## config.mk

```make
export PLATFORM = sky130hd
export DESIGN_NAME = ps2_player_input_ctrl
export DESIGN_NICKNAME = d
export VERILOG_FILES = /design/src/rtl/ps2_player_input_ctrl.sv
export SDC_FILE = /design/constraint.sdc
export NUM_CORES = 1
export LEC_CHECK = 0
export ABC_AREA = 0
export CAP_MARGIN = 20
export CORE_MARGIN = 2
export CORE_UTILIZATION = 35
export CTS_BUF_LIST = sky130_fd_sc_hd__clkbuf_8
export CTS_CLUSTER_SIZE = 40
export DETAILED_ROUTE_END_ITERATION = 6
export HOLD_SLACK_MARGIN = 0.06
export PLACE_DENSITY = 0.56
export SYNTH_ARGS = -nofsm -noshare
export SYNTH_HDL_FRONTEND = slang
export SYNTH_SLANG_ARGS = --single-unit
```

## constraint.sdc

```tcl
create_clock -name clk -period 5.57 [get_ports clk]
set_input_delay 1.114 -clock clk [delete_from_list [all_inputs] [get_ports clk]]
set_output_delay 1.114 -clock clk [all_outputs]
set_load 0.005 [all_outputs]
```

## src/rtl/ps2_player_input_ctrl.sv

```systemverilog
// PS/2 set-2 scancode sequencer: decodes E0/F0 prefixes into make/break events and
// turns them into held keys, last-pressed direction, rate-limited move grants and bomb pulses for two players.
module ps2_player_lane #(
    parameter logic [4:0][8:0] KEYS = '0  // {bomb,right,left,down,up} as {ext,code}
) (
    input  logic       clk,
    input  logic       rst,
    input  logic       evt_vld_i,
    input  logic       evt_brk_i,
    input  logic [8:0] evt_code_i,
    input  logic       tick_i,
    output logic [4:0] held_o,
    output logic       move_valid_o,
    output logic [1:0] move_dir_o,
    output logic       bomb_o
);
    logic [4:0] hit;
    logic [4:0] held_q, held_d;
    logic [1:0] last_q, last_d;
    logic       act_q, act_d;
    logic       mv_q, bomb_q, bomb_d;
    logic [1:0] dir_q;

    always_comb begin
        hit    = '0;
        held_d = held_q;
        last_d = last_q;
        act_d  = act_q;
        for (int k = 0; k < 5; k++) begin
            hit[k] = evt_vld_i && (evt_code_i == KEYS[k]);
            if (hit[k]) held_d[k] = !evt_brk_i;
        end
        for (int k = 0; k < 4; k++) begin
            if (hit[k] && !evt_brk_i && !held_q[k]) begin
                last_d = 2'(k);
                act_d  = 1'b1;
            end
        end
        // Releasing the active direction falls back to a fixed priority, not press order.
        if (evt_brk_i && hit[last_q]) begin
            act_d = |held_d[3:0];
            if (held_d[0])      last_d = 2'd0;
            else if (held_d[1]) last_d = 2'd1;
            else if (held_d[2]) last_d = 2'd2;
            else if (held_d[3]) last_d = 2'd3;
        end
        bomb_d = hit[4] && !evt_brk_i && !held_q[4];
    end

    always_ff @(posedge clk or posedge rst) begin
        if (rst) begin
            held_q <= '0;
            last_q <= '0;
            act_q  <= 1'b0;
            mv_q   <= 1'b0;
            dir_q  <= '0;
            bomb_q <= 1'b0;
        end else begin
            held_q <= held_d;
            last_q <= last_d;
            act_q  <= act_d;
            // Grant uses pre-event state: a make on the tick cycle waits for the next tick.
            mv_q   <= tick_i && act_q;
            if (tick_i && act_q) dir_q <= last_q;
            bomb_q <= bomb_d;
        end
    end

    assign held_o       = held_q;
    assign move_valid_o = mv_q;
    assign move_dir_o   = dir_q;
    assign bomb_o       = bomb_q;
endmodule

module ps2_player_input_ctrl #(
    parameter int unsigned TICK_CYCLES    = 2500000,
    parameter int unsigned PREFIX_TIMEOUT = 50000,
    parameter logic [8:0]  B_UP    = 9'h01D,
    parameter logic [8:0]  B_DOWN  = 9'h01B,
    parameter logic [8:0]  B_LEFT  = 9'h01C,
    parameter logic [8:0]  B_RIGHT = 9'h023,
    parameter logic [8:0]  B_BOMB  = 9'h029,
    parameter logic [8:0]  R_UP    = 9'h175,
    parameter logic [8:0]  R_DOWN  = 9'h172,
    parameter logic [8:0]  R_LEFT  = 9'h16B,
    parameter logic [8:0]  R_RIGHT = 9'h174,
    parameter logic [8:0]  R_BOMB  = 9'h05A
) (
    input  logic       clk,
    input  logic       reset,
    input  logic       byte_valid,
    input  logic [7:0] byte_data,
    output logic [4:0] b_held,
    output logic       b_move_valid,
    output logic [1:0] b_move_dir,
    output logic       b_bomb,
    output logic [4:0] r_held,
    output logic       r_move_valid,
    output logic [1:0] r_move_dir,
    output logic       r_bomb
);
    localparam int NUM_PLAYERS = 2;
    localparam int TC_W = (TICK_CYCLES > 2) ? $clog2(TICK_CYCLES) : 1;
    localparam int TO_W = $clog2(PREFIX_TIMEOUT + 1);
    localparam logic [NUM_PLAYERS-1:0][4:0][8:0] PKEYS = '{
        '{R_BOMB, R_RIGHT, R_LEFT, R_DOWN, R_UP},
        '{B_BOMB, B_RIGHT, B_LEFT, B_DOWN, B_UP}};

    typedef enum logic [1:0] {S_IDLE, S_EXT, S_BRK, S_EXT_BRK} state_t;

    state_t            state_q;
    logic [TO_W-1:0]   to_q;
    logic [TC_W-1:0]   tc_q;
    logic              tick;
    logic              evt_vld, evt_brk;
    logic [8:0]        evt_code;
    logic              is_pfx;

    logic [NUM_PLAYERS-1:0][4:0] held_w;
    logic [NUM_PLAYERS-1:0]      mv_w, bomb_w;
    logic [NUM_PLAYERS-1:0][1:0] dir_w;

    assign is_pfx = (byte_data == 8'hE0) || (byte_data == 8'hF0);
    assign tick   = (tc_q == TC_W'(TICK_CYCLES - 1));

    always_comb begin
        evt_vld  = 1'b0;
        evt_brk  = 1'b0;
        evt_code = {1'b0, byte_data};
        if (byte_valid) begin
            unique case (state_q)
                S_IDLE:    evt_vld = !is_pfx;
                S_EXT:     begin evt_vld = !is_pfx; evt_code[8] = 1'b1; end
                S_BRK:     begin evt_vld = 1'b1; evt_brk = 1'b1; end
                S_EXT_BRK: begin evt_vld = 1'b1; evt_brk = 1'b1; evt_code[8] = 1'b1; end
                default:   evt_vld = 1'b0;
            endcase
        end
    end

    always_ff @(posedge clk or posedge reset) begin
        if (reset) begin
            state_q <= S_IDLE;
            to_q    <= '0;
            tc_q    <= '0;
        end else begin
            tc_q <= tick ? '0 : tc_q + 1'b1;
            if (byte_valid) begin
                to_q <= '0;
                unique case (state_q)
                    S_IDLE: begin
                        if (byte_data == 8'hE0)      state_q <= S_EXT;
                        else if (byte_data == 8'hF0) state_q <= S_BRK;
                    end
                    S_EXT: begin
                        if (byte_data == 8'hF0)      state_q <= S_EXT_BRK;
                        else if (byte_data != 8'hE0) state_q <= S_IDLE;
                    end
                    default: state_q <= S_IDLE;
                endcase
            end else if (state_q != S_IDLE) begin
                // Stalled prefix (lost byte) is abandoned silently.
                if (to_q == TO_W'(PREFIX_TIMEOUT - 1)) begin
                    state_q <= S_IDLE;
                    to_q    <= '0;
                end else begin
                    to_q <= to_q + 1'b1;
                end
            end
        end
    end

    for (genvar p = 0; p < NUM_PLAYERS; p++) begin : g_player
        ps2_player_lane #(.KEYS(PKEYS[p])) u_lane (
            .clk          (clk),
            .rst          (reset),
            .evt_vld_i    (evt_vld),
            .evt_brk_i    (evt_brk),
            .evt_code_i   (evt_code),
            .tick_i       (tick),
            .held_o       (held_w[p]),
            .move_valid_o (mv_w[p]),
            .move_dir_o   (dir_w[p]),
            .bomb_o       (bomb_w[p])
        );
    end

    assign b_held       = held_w[0];
    assign b_move_valid = mv_w[0];
    assign b_move_dir   = dir_w[0];
    assign b_bomb       = bomb_w[0];
    assign r_held       = held_w[1];
    assign r_move_valid = mv_w[1];
    assign r_move_dir   = dir_w[1];
    assign r_bomb       = bomb_w[1];
endmodule

```

==> metrics.yaml, run 1 <==
detailed_routing:
  vias_per_cell: 5.34
  drtAntennaViolNets: 0
  route.detailed.drc: 0
  wl_per_cell_um: 14.5
  routed_wl_mm: 7.49
  num_vias: 2751
  drt_iter0_drc: 83
  drt_pass1_iterations: 4
yosys:
  avgSynthCellArea_um2: 9.81
  synthArstFlopShare_pct: 100
  synth_ff_type: "dfrtp_1"
  synth_edf_count: 0
  syn-num-nets: 360
  ys_seq_elements: 64
  seq_area_frac_synth_pct: 47.0
  syn_area_um2: 3410
  yosysWarningCount: 0
  synthCells: 347
  yosysUniqueCellTypes: 61
clocking:
  clock_latency_ps: 330
  numCtsBuffers: 9
  cts_max_level: 3
  ctsLongestPathBuffers: 2
  path_clk_slew_ps: 70
  cts_resized: 0
  cts.sinks: 64
  cts_setup_buffers: 0
  clockRootBuffer: "clkbuf_8"
  cts_hold_buf: 0
  tritoncts: "yes"
power:
  p_leak_nw: 1.72
  p_per_area_nw_per_um2: 249
  peakVddDrop_mv: 0.108
global_routing:
  grt_max_degree: 65
  antenna_found_initial: 0
  gr-total-overflow: 0
  grt_usage_pct: 15.4
  grt_pass1_vias: 2655
  grt_pass1_wl_mm: 12.8
finish:
  multiInputGateArea_um2: 1720
  final_cell_mix: "64 x dfrtp_1, 34 x nor2_1, 29 x nand2_1"
  drive_gt1_share_pct: 8.64
  fill_cells: 924
  area_growth_pct: 18.7
  register_area_um2: 1600
  nets: 390
  fin_area_um2: 4040
  mostFrequentLayoutCell: "dfrtp_1"
  num_antenna_cells: 0
  fin_util_pct: 42.1
floorplanning:
  start_util_pct: 35.5
  die_h_um: 103
  dieArea_um2: 10500
  io-pin-count: 29
  rows: 36
  coreArea_um2: 9590
  die_x_um: 103
worst_setup_path:
  cp.required_ps: 5750
  critPathLaunchType: "input port"
  cp-end-kind: "flop"
  cp_data_arrival_time_ps: 3620
  path_class: "input port to flop"
  cp_max_fo: 16
sta:
  fin_setup_tns_ps: 0
  worst_pin_slew_ps: 833
  worst_slack_ps: 2130
  rsz0062_at_grt: "false"
  hold_viol_final: 0
  finalCriticalPeriod_ps: 3440
  finalMaxSlewViolations: 0
  min_period_over_period_pct: 61.8
  max_freq_mhz: 290
  whs_ps: 473
  setup_viol: 0
  slew_headroom_pct: 44.3
  clock-skew-final_ps: 10.9
placed_design:
  place_ws_ps: 1800
  dpl_cell_area_um2: 3810
  dp_hpwl_mm: 5.26
  io_buffers: 28
  gp_congestion: 0.909
worst_hold_path:
  min_path_type: "flop to flop"
job:
  max_cap_violations: 0
status:
  status: "complete, no violations"
## cell usage after synthesis, drive strengths merged (2+ instances only)
| cell | count | area share [%] |
|---|---|---|
| nand4b | 6 | 1.5 |
| clkbuf | 4 | 0.44 |
| or2 | 4 | 0.81 |
| nand2 | 29 | 3.2 |
| nor4 | 8 | 1.5 |
| nand2b | 3 | 0.55 |
| nor2 | 34 | 3.7 |
| nand4 | 10 | 1.8 |
| dfrtp | 64 | 47 |
| or4b | 2 | 0.70 |
| a21oi | 9 | 1.3 |
| xor2 | 14 | 3.6 |
| nor2b | 4 | 0.73 |
| mux2 | 6 | 2.0 |
| mux2i | 9 | 2.6 |
| and4 | 2 | 0.51 |
| and3 | 12 | 2.2 |
| or3 | 4 | 0.73 |
| xnor2 | 16 | 4.1 |
| a22o | 2 | 0.51 |
| o31ai | 5 | 1.9 |
| nand3 | 15 | 2.2 |
| and2 | 4 | 0.73 |
| nor3 | 17 | 2.6 |
| o21ai | 18 | 2.8 |
| ha | 2 | 0.73 |
| nor4b | 4 | 1.2 |
| inv | 10 | 1.1 |
| buf | 6 | 0.88 |
## state kept, by name, indices dropped and copies added, names as in the netlist
signal,count
g_player.u_lane.act_q,2
g_player.u_lane.bomb_o,2
g_player.u_lane.held_o,10
g_player.u_lane.last_q,4
g_player.u_lane.move_dir_o,4
g_player.u_lane.move_valid_o,2
state_q,2
tc_q,22
to_q,16
## metal layers
layer  wire length [um]  track usage, %  up-vias
met4                 49            4.51        0
met2               3450            23.6       59
met5                  0               0        -
li1                   -               -     1325
met3                314            4.20        5
met1               3670            21.4     1362
## cell type report
cell class	instances	share of cell area, %
Clock inverter	6	2.26
Sequential cell	64	39.6
Timing Repair Buffer	29	7.12
Inverter	10	0.928
Tap cell	133	4.12
Multi-Input combinational cell	263	42.6
Clock buffer	10	3.40
## metrics by stage
stage	instances	power [mW]
2_1_floorplan	347	0.533
3_3_place_gp	499	0.564
3_5_place_dp	499	0.564
4_1_cts	515	1.03
5_1_grt	515	1.05
6_report	515	1.01
## worst paths after layout
check / startpoint / depth (start not counted) / end / slack [ps]
max in group asynchronous: reset / 3 / state_q[1] / 3700
worst min register to register: g_player[0].u_lane.held_o[4] / 1 / g_player[0].u_lane.bomb_o / 470
worst max-delay path: byte_valid / 7 / g_player[0].u_lane.last_q[1] / 2130
worst max register to register: tc_q[0] / 6 / g_player[1].u_lane.move_dir_o[0] / 2830
min in group asynchronous: reset / 3 / tc_q[16] / 1330
worst min-delay path: g_player[0].u_lane.held_o[4] / 1 / g_player[0].u_lane.bomb_o / 470
## kinds of logic (layout without fill, tap and decap cells)
| group | count (synthesis) | in the layout | synth area share [%] |
|---|---|---|---|
| and+or+nand+nor | 167 | 167 | 27.3 |
| adders and majority gates | 2 | 2 | 0.735 |
| xor gates and xnor gates | 30 | 30 | 7.71 |
| AOI/OAI and AO/OA | 49 | 49 | 10.2 |
| buffers and inverters | 20 | 55 | 2.42 |
| muxes | 15 | 15 | 4.63 |
| DFF | 64 | 64 | 47.0 |
## power by group
part	switching, mW	total, mW	internal [mW]	leakage, nW
Clock	0.187	0.453	0.267	0.117
Combinational	0.0410	0.0709	0.0300	0.748
Sequential	0.0101	0.483	0.473	0.859
Total	0.238	1.01	0.770	1.72
## critical path, stage by stage
cell and delay (ps):
clkdlybuf4s50_1 800, or4b_1 640, nor3_1 280, mux2i_1 330, nand2_1 120, a221oi_1 270
a21oi_1 60
Power figures use the tool's default switching activity.
==> run 2: changes to the inputs <==
clock period = 3.3 ns   (was 5.57 ns; I/O delays follow)
==> metrics.yaml, run 2 (synthesized netlist as in run 1, its figures left out) <==
placed_design:
  dpl_cell_area_um2: 3870  # +1.5%
  gp_congestion: 0.919  # +1.1%
  dp_hpwl_mm: 5.44  # +3.5%
  io_buffers: 28  # unchanged
sta:
  hold_viol_final: 0  # unchanged
  max_freq_mhz: 375
  rsz0062_at_grt: "false"
  min_period_over_period_pct: 80.8
  fin_setup_tns_ps: 0  # unchanged
  finalMaxSlewViolations: 0  # unchanged
  setup_viol: 0  # unchanged
  finalCriticalPeriod_ps: 2670
  clock-skew-final_ps: 12.3  # +1.49 ps
  slew_headroom_pct: 58.1  # +14 points
  worst_pin_slew_ps: 626  # -207 ps
worst_hold_path:
  hold_end: "g_player[0].u_lane.bomb_o"
  holdPathStages: 1  # unchanged
  min-delay-start: "g_player[0].u_lane.held_o[4]"
  min_path_type: "flop to flop"
power:
  p_per_area_nw_per_um2: 414  # +66%
  peakVddDrop_mv: 0.169  # +56%
  p_leak_nw: 1.76  # +2.0%
worst_setup_path:
  cp.required_ps: 3520  # -2230 ps
  cp_cell_sequence: "clkdlybuf4s50_1 > or4b_4 > nor3_1 > mux2i_1 > nand2_1 > a221oi_1 > a21oi_1"
  path_buf_inv: 1  # unchanged
  cp_data_arrival_time_ps: 2880  # -740 ps
  slowest_delay_ps: 630  # -170 ps
  cp_max_fo: 11  # -5
  path_class: "input port to flop"
  critPathLaunchType: "input port"
  rrSetupSlack_ps: 920  # -1910 ps
  reg2regPathDepth: 6  # unchanged
  rr_endpoint: "g_player[1].u_lane.move_dir_o[1]"
  cp-end-kind: "flop"
  r2r_start: "tc_q[0]"
  cp_slowest_cell: "or4b_4"
  cpLargestDelayFamily: "simple AND/OR/NAND/NOR gates"
floorplanning:
  die_x_um: 103  # unchanged
  coreArea_um2: 9590  # unchanged
  die_h_um: 103  # unchanged
  start_util_pct: 35.5  # unchanged
  io-pin-count: 29  # unchanged
  rows: 36  # unchanged
  dieArea_um2: 10500  # unchanged
detailed_routing:
  drtAntennaViolNets: 0  # unchanged
  wl_met1_mm: 3.81  # +3.7%
  met3_length_um: 442  # +41%
  drt_iter0_drc: 133  # +60%
  drt_pass1_iterations: 5  # +1
  wl_met2_mm: 3.23  # -6.5%
  routed_wl_mm: 7.57  # +1.1%
  highest_layer: "met4"
  route.detailed.drc: 0  # unchanged
  vias_per_cell: 5.36  # +0.30%
  wl_per_cell_um: 14.6  # +0.16%
  num_vias: 2786  # +1.3%
clocking:
  clock_latency_ps: 340  # about the same
  cts.sinks: 64  # unchanged
  cts_resized: 0  # unchanged
  clockRootBuffer: "clkbuf_8"
  ctsLongestPathBuffers: 2  # unchanged
  cts_hold_buf: 0  # unchanged
  cts_setup_buffers: 0  # unchanged
  path_clk_slew_ps: 70  # about the same
  numCtsBuffers: 9  # unchanged
  cts_max_level: 3  # unchanged
  tritoncts: "yes"
finish:
  drive_gt1_share_pct: 9.56  # +0.92 points
  fill_cells: 951  # +2.9%
  num_antenna_cells: 0  # unchanged
  mostFrequentLayoutCell: "dfrtp_1"
  multiInputGateArea_um2: 1720  # unchanged
  final_cell_mix: "64 x dfrtp_1, 34 x nor2_1, 29 x nand2_1"
  regMostFlops: "tc_q"
  area_growth_pct: 20.2
  largest_reg_flops: 22  # unchanged
  nets: 396  # +1.5%
  register_area_um2: 1600  # unchanged
  fin_area_um2: 4090  # +1.2%
  fin_util_pct: 42.7  # +0.51 points
global_routing:
  antenna_found_initial: 0  # unchanged
  grt_max_degree: 38  # -42%
  grt_usage_pct: 15.5  # +0.058 points
  grt_pass1_wl_mm: 12.6  # -0.97%
  gr-total-overflow: 0  # unchanged
  grt_pass1_vias: 2547  # -4.1%
status:
  status: "complete, no violations"
job:
  max_cap_violations: 0  # unchanged
run 2: metal layers:
layer  GRT usage [%]  up-vias
li1                -     1339
met1            22.9     1343
met2            21.7       97
met3            4.20        7
met4            5.23        0
met5               0        -
run 2: how the worst max path moves through the flow:
stage,slack (ps),cells after the start,startpoint,to
after CTS,700,7,byte_data[2],g_player[0].u_lane.last_q[1]
after floorplan,970,7,byte_data[2],g_player[0].u_lane.last_q[1]
after global routing,440,7,byte_data[7],g_player[0].u_lane.last_q[1]
final,630,7,byte_data[2],g_player[0].u_lane.last_q[1]
after global placement,380,7,byte_data[2],g_player[0].u_lane.last_q[1]
after detailed placement,300,7,byte_data[2],g_player[0].u_lane.last_q[1]
run 2: final cells by class:
cell class              count  area share (%)
inverters                  10           0.917
flip-flops and latches     64            39.1
repair buffers             35            8.44
clock buffers              11            3.70
clock inverters             4            1.68
multi-input cells         263            42.1
well taps                 133            4.07
run 2: power breakdown:
| part | internal [mW] | total (mW) | switching, mW |
|---|---|---|---|
| logic | 0.0543 | 0.124 | 0.0695 |
| registers | 0.799 | 0.817 | 0.0174 |
| clock network | 0.459 | 0.754 | 0.296 |
| total | 1.31 | 1.69 | 0.383 |
run 2: metrics by stage:
stage / setup slack, ps / power [mW] / hold slack [ps] / cells
after floorplan: 967 / 0.899 / 438 / 347
after global placement: 383 / 0.955 / 454 / 505
after detailed placement: 302 / 0.956 / 462 / 505
after CTS: 696 / 1.72 / 472 / 520
after global routing: 436 / 1.76 / 499 / 520
final: 632 / 1.69 / 468 / 520
